<file path="config.mk">
export PLATFORM = sky130hd
export DESIGN_NAME = mem_data_arbiter
export DESIGN_NICKNAME = d
export VERILOG_FILES = /design/src/rtl/mem_data_arbiter.sv
export SDC_FILE = /design/constraint.sdc
export NUM_CORES = 1
export LEC_CHECK = 0
export CAP_MARGIN = 20
export CORE_AREA = 5 5 113 115
export DETAILED_ROUTE_END_ITERATION = 10
export DIE_AREA = 0 0 118 120
export DONT_BUFFER_PORTS = 1
export GPL_ROUTABILITY_DRIVEN = 0
export HOLD_SLACK_MARGIN = 0.06
export PLACE_DENSITY_LB_ADDON = 0.3
export SYNTH_ARGS = -nofsm -noshare
export SYNTH_HDL_FRONTEND = slang
export SYNTH_SLANG_ARGS = --single-unit
</file>
<file path="constraint.sdc">
create_clock -name clk -period 2.7 [get_ports clk]
set_clock_uncertainty 0.2 [all_clocks]
set_input_delay 0.54 -clock clk [delete_from_list [all_inputs] [get_ports clk]]
set_output_delay 0.54 -clock clk [all_outputs]
set_load 0.02 [all_outputs]
</file>
<file path="src/rtl/mem_data_arbiter.sv">
// Two-port round-robin arbiter in front of a single memory data port.
// One access is in flight at a time: IDLE grants, ACCESS strobes the memory,
// WAIT holds a read strobe for READ_LAT cycles and captures the returned data.
module mem_data_arbiter #(
    parameter int ADDR_W   = 32,
    parameter int DATA_W   = 32,
    parameter int READ_LAT = 1
) (
    input  logic              clk,
    input  logic              rst_n,
    input  logic              req0,
    input  logic              req1,
    input  logic              we0,
    input  logic              we1,
    input  logic [ADDR_W-1:0] addr0,
    input  logic [ADDR_W-1:0] addr1,
    input  logic [DATA_W-1:0] wdata0,
    input  logic [DATA_W-1:0] wdata1,
    output logic              gnt0,
    output logic              gnt1,
    output logic              rvalid0,
    output logic              rvalid1,
    output logic [DATA_W-1:0] rdata0,
    output logic [DATA_W-1:0] rdata1,
    output logic              busy,
    output logic [ADDR_W-1:0] address,
    output logic [DATA_W-1:0] writeData,
    output logic              MemRead,
    output logic              MemWrite,
    input  logic [DATA_W-1:0] mem_readData
);

    typedef enum logic [1:0] {
        IDLE   = 2'd0,
        ACCESS = 2'd1,
        WAIT   = 2'd2
    } state_t;

    localparam logic [2:0] LAT = 3'(READ_LAT);

    state_t            state_q, state_d;
    logic              we_q, we_d;
    logic              port_q, port_d;
    logic              last_q, last_d;
    logic [2:0]        cnt_q, cnt_d;
    logic [ADDR_W-1:0] addr_q, addr_d;
    logic [DATA_W-1:0] wdata_q, wdata_d;
    logic [DATA_W-1:0] rdata0_q, rdata0_d;
    logic [DATA_W-1:0] rdata1_q, rdata1_d;
    logic              rvalid0_q, rvalid0_d;
    logic              rvalid1_q, rvalid1_d;

    logic              win;
    logic              gnt0_c, gnt1_c;
    logic              mem_read_c, mem_write_c;

    // Next-state, grant and memory-strobe decode.
    always_comb begin
        // NOTE: every signal gets a default before the case so no path leaves
        // one unassigned, which would otherwise infer a latch.
        state_d     = state_q;
        we_d        = we_q;
        port_d      = port_q;
        last_d      = last_q;
        cnt_d       = cnt_q;
        addr_d      = addr_q;
        wdata_d     = wdata_q;
        rdata0_d    = rdata0_q;
        rdata1_d    = rdata1_q;
        rvalid0_d   = 1'b0;
        rvalid1_d   = 1'b0;
        win         = 1'b0;
        gnt0_c      = 1'b0;
        gnt1_c      = 1'b0;
        mem_read_c  = 1'b0;
        mem_write_c = 1'b0;

        case (state_q)
            IDLE: begin
                // rst_n gates the grant so no pulse leaks out while held in reset.
                if (rst_n && (req0 || req1)) begin
                    // Under contention the port that did not win last time wins.
                    win     = (req0 && req1) ? ~last_q : req1;
                    gnt0_c  = ~win;
                    gnt1_c  = win;
                    last_d  = win;
                    port_d  = win;
                    we_d    = win ? we1    : we0;
                    addr_d  = win ? addr1  : addr0;
                    wdata_d = win ? wdata1 : wdata0;
                    state_d = ACCESS;
                end
            end

            ACCESS: begin
                if (we_q) begin
                    mem_write_c = 1'b1;
                    state_d     = IDLE;
                end else begin
                    mem_read_c = 1'b1;
                    cnt_d      = LAT;
                    state_d    = WAIT;
                end
            end

            WAIT: begin
                mem_read_c = 1'b1;
                if (cnt_q == 3'd1) begin
                    if (port_q) begin
                        rdata1_d  = mem_readData;
                        rvalid1_d = 1'b1;
                    end else begin
                        rdata0_d  = mem_readData;
                        rvalid0_d = 1'b1;
                    end
                    state_d = IDLE;
                end else begin
                    cnt_d = cnt_q - 3'd1;
                end
            end

            default: state_d = IDLE;
        endcase
    end

    // State and datapath registers; reset clears everything, aborting any access.
    always_ff @(posedge clk or negedge rst_n) begin
        // NOTE: sequential state uses non-blocking assignments so every flop
        // samples its _d value from before the edge, independent of statement order.
        if (!rst_n) begin
            state_q   <= IDLE;
            we_q      <= 1'b0;
            port_q    <= 1'b0;
            last_q    <= 1'b1;
            cnt_q     <= 3'd0;
            addr_q    <= '0;
            wdata_q   <= '0;
            rdata0_q  <= '0;
            rdata1_q  <= '0;
            rvalid0_q <= 1'b0;
            rvalid1_q <= 1'b0;
        end else begin
            state_q   <= state_d;
            we_q      <= we_d;
            port_q    <= port_d;
            last_q    <= last_d;
            cnt_q     <= cnt_d;
            addr_q    <= addr_d;
            wdata_q   <= wdata_d;
            rdata0_q  <= rdata0_d;
            rdata1_q  <= rdata1_d;
            rvalid0_q <= rvalid0_d;
            rvalid1_q <= rvalid1_d;
        end
    end

    assign gnt0      = gnt0_c;
    assign gnt1      = gnt1_c;
    assign MemRead   = mem_read_c;
    assign MemWrite  = mem_write_c;
    assign busy      = (state_q != IDLE);
    assign address   = addr_q;
    assign writeData = wdata_q;
    assign rdata0    = rdata0_q;
    assign rdata1    = rdata1_q;
    assign rvalid0   = rvalid0_q;
    assign rvalid1   = rvalid1_q;

endmodule

</file>
==> Flow_metrics.wiki, run 1 <==
{| class="wikitable"
! Metric !! Value
|-
| First-pass detailed-route iteration total || 5
|-
| Critical Setup Path Class || reg -> reg
|-
| Critical Path Start Type || register
|-
| Pin count of the biggest net entering global routing || 143
|-
| Worst Path Required || approximately 2.8 ns
|-
| Capturing element type of the critical path || register
|-
| Capture point of the worst path || writeData[18]
|-
| Count of yosys warnings during synthesis || 0
|-
| Hold_ws || -0.3765 ns
|-
| Max-Slew Margin vs Limit || 57.74%
|-
| Reg2Reg Depth || 7
|-
| Clock Pin Slew Worst Setup and Hold Paths || 0.06 ns
|-
| Share of final-layout standard cells stronger than drive strength 1 || 23.51%
|-
| Area of the core || 11710 µm²
|-
| Number of rows in the core area || 40
|-
| Number of primary I/O pins || ~300
|-
| WL final || 17760 µm
|-
| H-tree levels || 4
|-
| Initial antenna violation count || 0
|-
| Ys async rst share || 100.0%
|-
| Nets in the synthesized netlist || 578
|-
| Count of different cell masters after synthesis || 32
|-
| Synth cell count leaders || 137 x sky130_fd_sc_hd__dfrtp_1, 65 x sky130_fd_sc_hd__a221o_1, 44 x sky130_fd_sc_hd__and2_0
|-
| Die area || 14160 µm²
|-
| Number of nets at the end of the flow || about 700
|-
| Reported leakage power || 3.484 nW
|-
| Cell-by-cell trace of the critical path || inv_2, ha_4, nand3_2, a21oi_4, clkbuf_16, a221o_1, dlygate4sd3_1
|-
| Class of the tightest hold or removal check || in -> async
|-
| Clock period minus worst slack || between 2 and 3 ns
|-
| Clock root buffer || sky130_fd_sc_hd__clkbuf_16
|-
| IR Drop Worst-Case VDD || 1.016 mV
|-
| Syn avg cell area || 14.46 µm²
|-
| Number of fill cells || roughly 780
|-
| Setup-failing EPs final || 0
|-
| Library cell with the largest summed area after synthesis || sky130_fd_sc_hd__dfrtp_1
|-
| Count of flip-flops with a built-in enable after synthesis || 0
|-
| Clk_lat worst skew || 0.41 ns
|-
| Most common flop cell mapped by yosys || sky130_fd_sc_hd__dfrtp_1
|-
| Synth Instances || around 410
|-
| Critical Path Source || state_q[1]
|-
| Leading cell types by total area after synthesis || sky130_fd_sc_hd__dfrtp_1 59%, sky130_fd_sc_hd__a221o_1 11%, sky130_fd_sc_hd__mux2_4 7.4%
|-
| Number of buffers added by the clock tree synthesis step || 17
|-
| Data arrival time of the critical path || 2.75 ns
|-
| Relative area change from synthesis to final layout || 34.64%
|-
| Share of the synthesized area in the top cell type || between 50% and 60%
|-
| Wire length of the first global-routing pass || ~25000 µm
|-
| Die Width || 118 µm
|-
| Wire length per cell || 26.01 µm
|-
| Initial Utilization || about half
|-
| Power Density || roughly 1300 nW/µm²
|-
| DR vias/cell || 6.088
|-
| Input/output buffers || 0
|-
| Reg2reg end || writeData[18]
|-
| Via count || just over 4k
|-
| Proportion of synthesized chip area in sequential cells || about three fifths
|-
| Failing checks || negative hold slack
|-
| Run status || complete, but fails checks
|-
| DRC marker count from the first detailed-route iteration || between 200 and 250
|-
| Launch instance of the worst register-to-register path || state_q[1]
|-
| Floorplan die height || 120 µm
|-
| Clock tree from TritonCTS || done
|-
| Setup TNS after final layout || 0 ns
|-
| DRC errors left || 0
|-
| Remaining Overflow, GRT || 0
|-
| Hold violation count in the final report || ~140
|-
| RSZ-0062 raised after global routing || no
|-
| Maximum frequency from static timing analysis || 382.9 MHz
|-
| Overall track demand over capacity in global routing || about 23%
|-
| Finished Cell Area || 7888 µm²
|-
| Final Max Slew Viols || 0
|-
| Reg2reg setup slack || 0.09 ns
|-
| Critical-path maximum fanout || 7
|-
| Max Cap Viol || 0
|-
| Flops & latches, synth || 138
|-
| Cell with the biggest individual delay on the critical path || sky130_fd_sc_hd__dlygate4sd3_1
|-
| Final period util || 96.72%
|-
| Clock sinks || 138
|-
| Placed cell area || 5978 µm²
|-
| Antenna violation net count after detailed routing || 0
|-
| Actual slew at the worst max-slew pin || 0.6324 ns
|-
| Maximum single-stage delay on the critical path || 0.56 ns
|-
| Via count of the first global-routing pass || 4380
|-
| Leading cell type by number of instances after synthesis || sky130_fd_sc_hd__dfrtp_1
|-
| Antenna diode count || 0
|-
| Cell Area, Synth || 5858 µm²
|-
| Maximum buffer depth of the clock tree || 2
|-
| Post-detailed-placement half-perimeter wirelength || 10150 µm
|}
-- critical path, delay by kind of cell, from the launching register on --
| family | cells | cell delay (ns) |
|---|---|---|
| compound gates | 2 | 0.67 |
| buf+inv | 3 | 0.95 |
| simple gates | 1 | 0.12 |
| fa+ha+maj | 1 | 0.18 |
| flops | 1 | 0.41 |
-- per-stage QoR --
step / utilization [%] / power, mW / std cells / setup WS, ns
2_1_floorplan: - / 6.727 / 405 / 0.7438
3_3_place_gp: 51.05 / 7.266 / 530 / 0.6581
3_5_place_dp: 51.05 / 7.348 / 530 / 0.5852
4_1_cts: 64.99 / 10.34 / 662 / 0.05481
5_1_grt: 67.35 / 11.10 / 683 / 0.01989
6_report: 67.35 / 10.60 / 683 / 0.08861
-- cell families (layout without fill, tap and decap cells) --
kind of cell | Yosys count | after routing | synth area share (%)
adder cells (fa/ha/maj) | 7 | 7 | 1.495
flip-flops | 138 | 138 | 58.97
AO/OA/AOI/OAI | 79 | 81 | 12.82
buffers and inverters | 38 | 167 | 3.909
multiplexers | 66 | 66 | 14.55
AND/OR/NAND/NOR | 77 | 77 | 8.266
-- sequential cells by signal, summed over array words and instances (netlist names) --
register,cells
rvalid1,1
port_q,1
cnt_q,3
rdata0,32
writeData,32
address,32
last_q,1
rdata1,32
we_q,1
rvalid0,1
state_q,2
-- worst min-delay path by stage --
stage | end | slack (ns) | depth (start not counted)
2_1_floorplan | address[0] | 0.04 | 0
3_3_place_gp | rdata1[10] | 0.05 | 0
3_5_place_dp | rdata1[10] | 0.05 | 0
4_1_cts | address[13] | -0.40 | 0
5_1_grt | rdata1[3] | -0.40 | 0
6_report | rdata1[3] | -0.38 | 0
-- final cells by class --
cell class,instances,area (µm²),share of cell area (%)
tap,147,183.9,2.332
clock inverter,10,137.6,1.745
inverter,9,33.78,0.4283
timing repair buffer,126,1341,17.01
sequential,138,3455,43.80
multi-input combinational,231,2242,28.43
clock buffer,22,494.2,6.266
-- routing by layer --
| layer | wire length (µm) | global-route usage (%) | vias to the layer above |
|---|---|---|---|
| li1 | - | - | 1742 |
| met3 | 2101 | 11.45 | 54 |
| met2 | 8978 | 38.19 | 301 |
| met4 | 541 | 8.244 | 0 |
| met5 | 0 | 0 | - |
| met1 | 6142 | 24.13 | 2061 |
-- layout by cell type (no fill, tap or decap), drive strengths merged, types with 4 or more instances in the layout --
cell type / n
dlygate4sd3: 111
mux2: 66
dfrtp: 137
inv: 10
clkbuf: 25
buf: 12
and2: 66
clkinv: 4
a21oi: 6
a221o: 65
ha: 7
-- where the power goes --
group / internal, mW / switching, mW / leakage [nW]
clock network: 1.58 / 0.855 / 0.309
logic: 1.93 / 1.18 / 1.49
registers: 3.07 / 1.99 / 1.68
total: 6.57 / 4.03 / 3.48
-- what timing repair did --
item	CTS	global route
hold buffers	100	11
endpoints found under the hold margin	205	147
buffers inserted	0	3
endpoints found under the setup margin	0	37
resized for setup	0	7
No activity file was read; power rests on OpenSTA's default activity.
==> run 2, diff against run 1 <==
==> config.mk (replaced) <==
export PLATFORM = sky130hd
export DESIGN_NAME = mem_data_arbiter
export DESIGN_NICKNAME = d
export VERILOG_FILES = /design/src/rtl/mem_data_arbiter.sv
export SDC_FILE = /design/constraint.sdc
export NUM_CORES = 1
export LEC_CHECK = 0
export CAP_MARGIN = 20
export CORE_ASPECT_RATIO = 1.5
export CORE_MARGIN = 5
export CORE_UTILIZATION = 43
export DETAILED_ROUTE_END_ITERATION = 10
export GPL_ROUTABILITY_DRIVEN = 0
export HOLD_SLACK_MARGIN = 0.06
export PLACE_DENSITY = 0.95
export SYNTH_ARGS = -nofsm -noshare
export SYNTH_HDL_FRONTEND = slang
export SYNTH_SLANG_ARGS = --single-unit
==> run 2 against run 1 <==
Compared with the run above:
- the run now ends clean
- count of clock-buffer cells in the layout decreased by 4
- core utilization increased by 3.8 points
- first-iteration DRC count decreased by 17%
- highest routed layer unchanged
==> Flow_metrics.wiki, run 2 (synthesis gave the netlist of run 1 again) <==
{| class="wikitable"
! Metric !! Value
|-
| Reg2reg setup slack || 0.18 ns (was 0.09 ns)
|-
| Number of nets at the end of the flow || 877 (was 696)
|-
| First-pass detailed-route iteration total || 5 (unchanged)
|-
| Cell-by-cell trace of the critical path || inv_1, ha_2, nand3_1, a21oi_4, clkdlybuf4s15_1 (was inv_2, ha_4, nand3_2, a21oi_4, clkbuf_16, a221o_1, dlygate4sd3_1)
|-
| Number of buffers added by the clock tree synthesis step || 17 (unchanged)
|-
| Via count of the first global-routing pass || 5232 (was 4380)
|-
| Final Instance Count excl. Fillers || 879 (was 683)
|-
| Placement Setup Slack || -0.04060 ns (was 0.5852 ns)
|-
| Antenna violation net count after detailed routing || 0 (unchanged)
|-
| Die area || 16110 µm² (was 14160 µm²)
|-
| Wire length per cell || 21.32 µm (was 26.01 µm)
|-
| Number of post-CTS setup repair buffers || 0 (unchanged)
|-
| Count of placed standard cells including taps || 847 (was 530)
|-
| Maximum buffer depth of the clock tree || 2 (unchanged)
|-
| Max Cap Viol || 0 (unchanged)
|-
| Area used by multi-input combinational logic || 2206 µm² (was 2242 µm²)
|-
| Utilization after layout || 71.17% (was 67.35%)
|-
| Capturing element type of the critical path || output pin (was register)
|-
| Clock period minus worst slack || 2.580 ns (was 2.611 ns)
|-
| DRC marker count from the first detailed-route iteration || 206 (was 249)
|-
| Maximum frequency from static timing analysis || 387.5 MHz (was 382.9 MHz)
|-
| Top library cells by usage in the layout, fill and taps aside || 295 x sky130_fd_sc_hd__clkdlybuf4s50_1, 137 x sky130_fd_sc_hd__dfrtp_1, 65 x sky130_fd_sc_hd__a221o_1 (was 137 x sky130_fd_sc_hd__dfrtp_1, 111 x sky130_fd_sc_hd__dlygate4sd3_1, 65 x sky130_fd_sc_hd__a221o_1)
|-
| Critical Path Start Type || register (unchanged)
|-
| CTS Hold Bufs || 0 (was 100)
|-
| Hold violation count in the final report || 0 (was 138)
|-
| WP depth || 5 (was 7)
|-
| Overall track demand over capacity in global routing || 23.11% (was 22.52%)
|-
| Setup-failing EPs final || 0 (unchanged)
|-
| Maximum single-stage delay on the critical path || 0.39 ns (was 0.56 ns)
|-
| Floorplan die height || 153.0 µm (was 120 µm)
|-
| Reported leakage power || 4.067 nW (was 3.484 nW)
|-
| IR Drop Worst-Case VDD || 0.7302 mV (was 1.016 mV)
|-
| Area of the core || 13470 µm² (was 11710 µm²)
|-
| Crit path buffers/inverters || 2 (was 3)
|-
| Cell with the biggest individual delay on the critical path || sky130_fd_sc_hd__dfrtp_1 (was sky130_fd_sc_hd__dlygate4sd3_1)
|-
| Critical-path maximum fanout || 5 (was 7)
|-
| Worst Path Required || 1.96 ns (was 2.84 ns)
|-
| Actual slew at the worst max-slew pin || 0.9029 ns (was 0.6324 ns)
|-
| Input/output buffers || 300 (was 0)
|-
| Pin count of the biggest net entering global routing || 72 (was 143)
|-
| Clock root buffer || sky130_fd_sc_hd__clkbuf_16 (unchanged)
|-
| Cell family with most CP delay || buffers and inverters (unchanged)
|-
| Critical Setup Path Class || reg -> out (was reg -> reg)
|-
| Area taken by flip-flops and latches || 3455 µm² (unchanged)
|-
| Relative area change from synthesis to final layout || 63.63% (was 34.64%)
|-
| Final period util || 95.57% (was 96.72%)
|-
| Clk_lat worst skew || 0.40 ns (was 0.41 ns)
|-
| Max-Slew Margin vs Limit || 39.74% (was 57.74%)
|-
| Clock tree from TritonCTS || done (unchanged)
|-
| Data arrival time of the critical path || 1.84 ns (was 2.75 ns)
|-
| Number of fill cells || 839 (was 782)
|-
| Class of the tightest hold or removal check || in -> async (unchanged)
|-
| Die Width || 105.3 µm (was 118 µm)
|-
| Number of primary I/O pins || 301 (unchanged)
|-
| Clock sinks || 138 (unchanged)
|-
| DRC errors left || 0 (unchanged)
|-
| Clock Pin Slew Worst Setup and Hold Paths || 0.06 ns (about the same)
|-
| Most common library cell in the layout ignoring fill and taps || sky130_fd_sc_hd__clkdlybuf4s50_1 (was sky130_fd_sc_hd__dfrtp_1)
|-
| Initial antenna violation count || 0 (unchanged)
|-
| H-tree levels || 4 (unchanged)
|-
| DR vias/cell || 5.408 (was 6.088)
|-
| Hold_ws || 0.1577 ns (was -0.3765 ns)
|-
| Reg2Reg Depth || 4 (was 7)
|-
| Power Density || 1242 nW/µm² (was 1344 nW/µm²)
|-
| Share of final-layout standard cells stronger than drive strength 1 || 16.32% (was 23.51%)
|-
| Wire length of the first global-routing pass || 28940 µm (was 24890 µm)
|-
| Via count || 4754 (was 4158)
|-
| Run status || finished, final reports clean (was complete, but fails checks)
|-
| RSZ-0062 raised after global routing || no (unchanged)
|-
| Post-detailed-placement half-perimeter wirelength || 14190 µm (was 10150 µm)
|-
| Initial Utilization || 43.50% (was 50.02%)
|-
| Antenna diode count || 0 (unchanged)
|-
| WL final || 18740 µm (was 17760 µm)
|-
| Setup WS post-layout || 0.1196 ns (was 0.08861 ns)
|-
| Final Max Slew Viols || 0 (unchanged)
|-
| Remaining Overflow, GRT || 0 (unchanged)
|-
| Number of rows in the core area || 52 (was 40)
|}
run 2: area by class of cell:
class	instances	share of cell area [%]
Clock buffer	18	4.582
Clock inverter	14	1.671
Inverter	9	0.3524
Multi-Input combinational cell	229	23.01
Sequential cell	138	36.04
Tap cell	162	2.115
Timing Repair Buffer	309	32.23
run 2: final timing paths:
| kind | from | end |
|---|---|---|
| max | state_q[0] | gnt0 |
| min | rst_n | address[4] |
| max reg2reg | state_q[0] | rdata1[6] |
| min reg2reg | rdata1[27] | rdata1[27] |
| max in group asynchronous | rst_n | rdata0[26] |
| min in group clk | rdata1[27] | rdata1[27] |
run 2: routing by layer:
layer	track usage, %	vias up	part of all wire, %
met5	0	-	0
met4	11.69	0	4.5
met3	6.582	59	8.3
met2	39.23	296	50
met1	26.40	2301	37
li1	-	2098	-
run 2: repair_timing:
item                       in CTS  in global routing
gates resized for setup         6                  2
cloned                          0                  0
setup endpoints to repair       4                  2
run 2: through the flow:
step,instance area [µm²],power [mW],TNS [ns]
after floorplan,5858,6.727,0
after global placement,8991,9.354,-0.04102
after detailed placement,8991,9.599,-0.07086
after CTS,9589,12.00,0
after global routing,9585,12.47,0
final,9585,11.90,0
run 2: power breakdown:
group          internal [mW]  switching, mW
logic                   3.13           2.77
clock network           1.41          0.919
registers               3.07          0.597
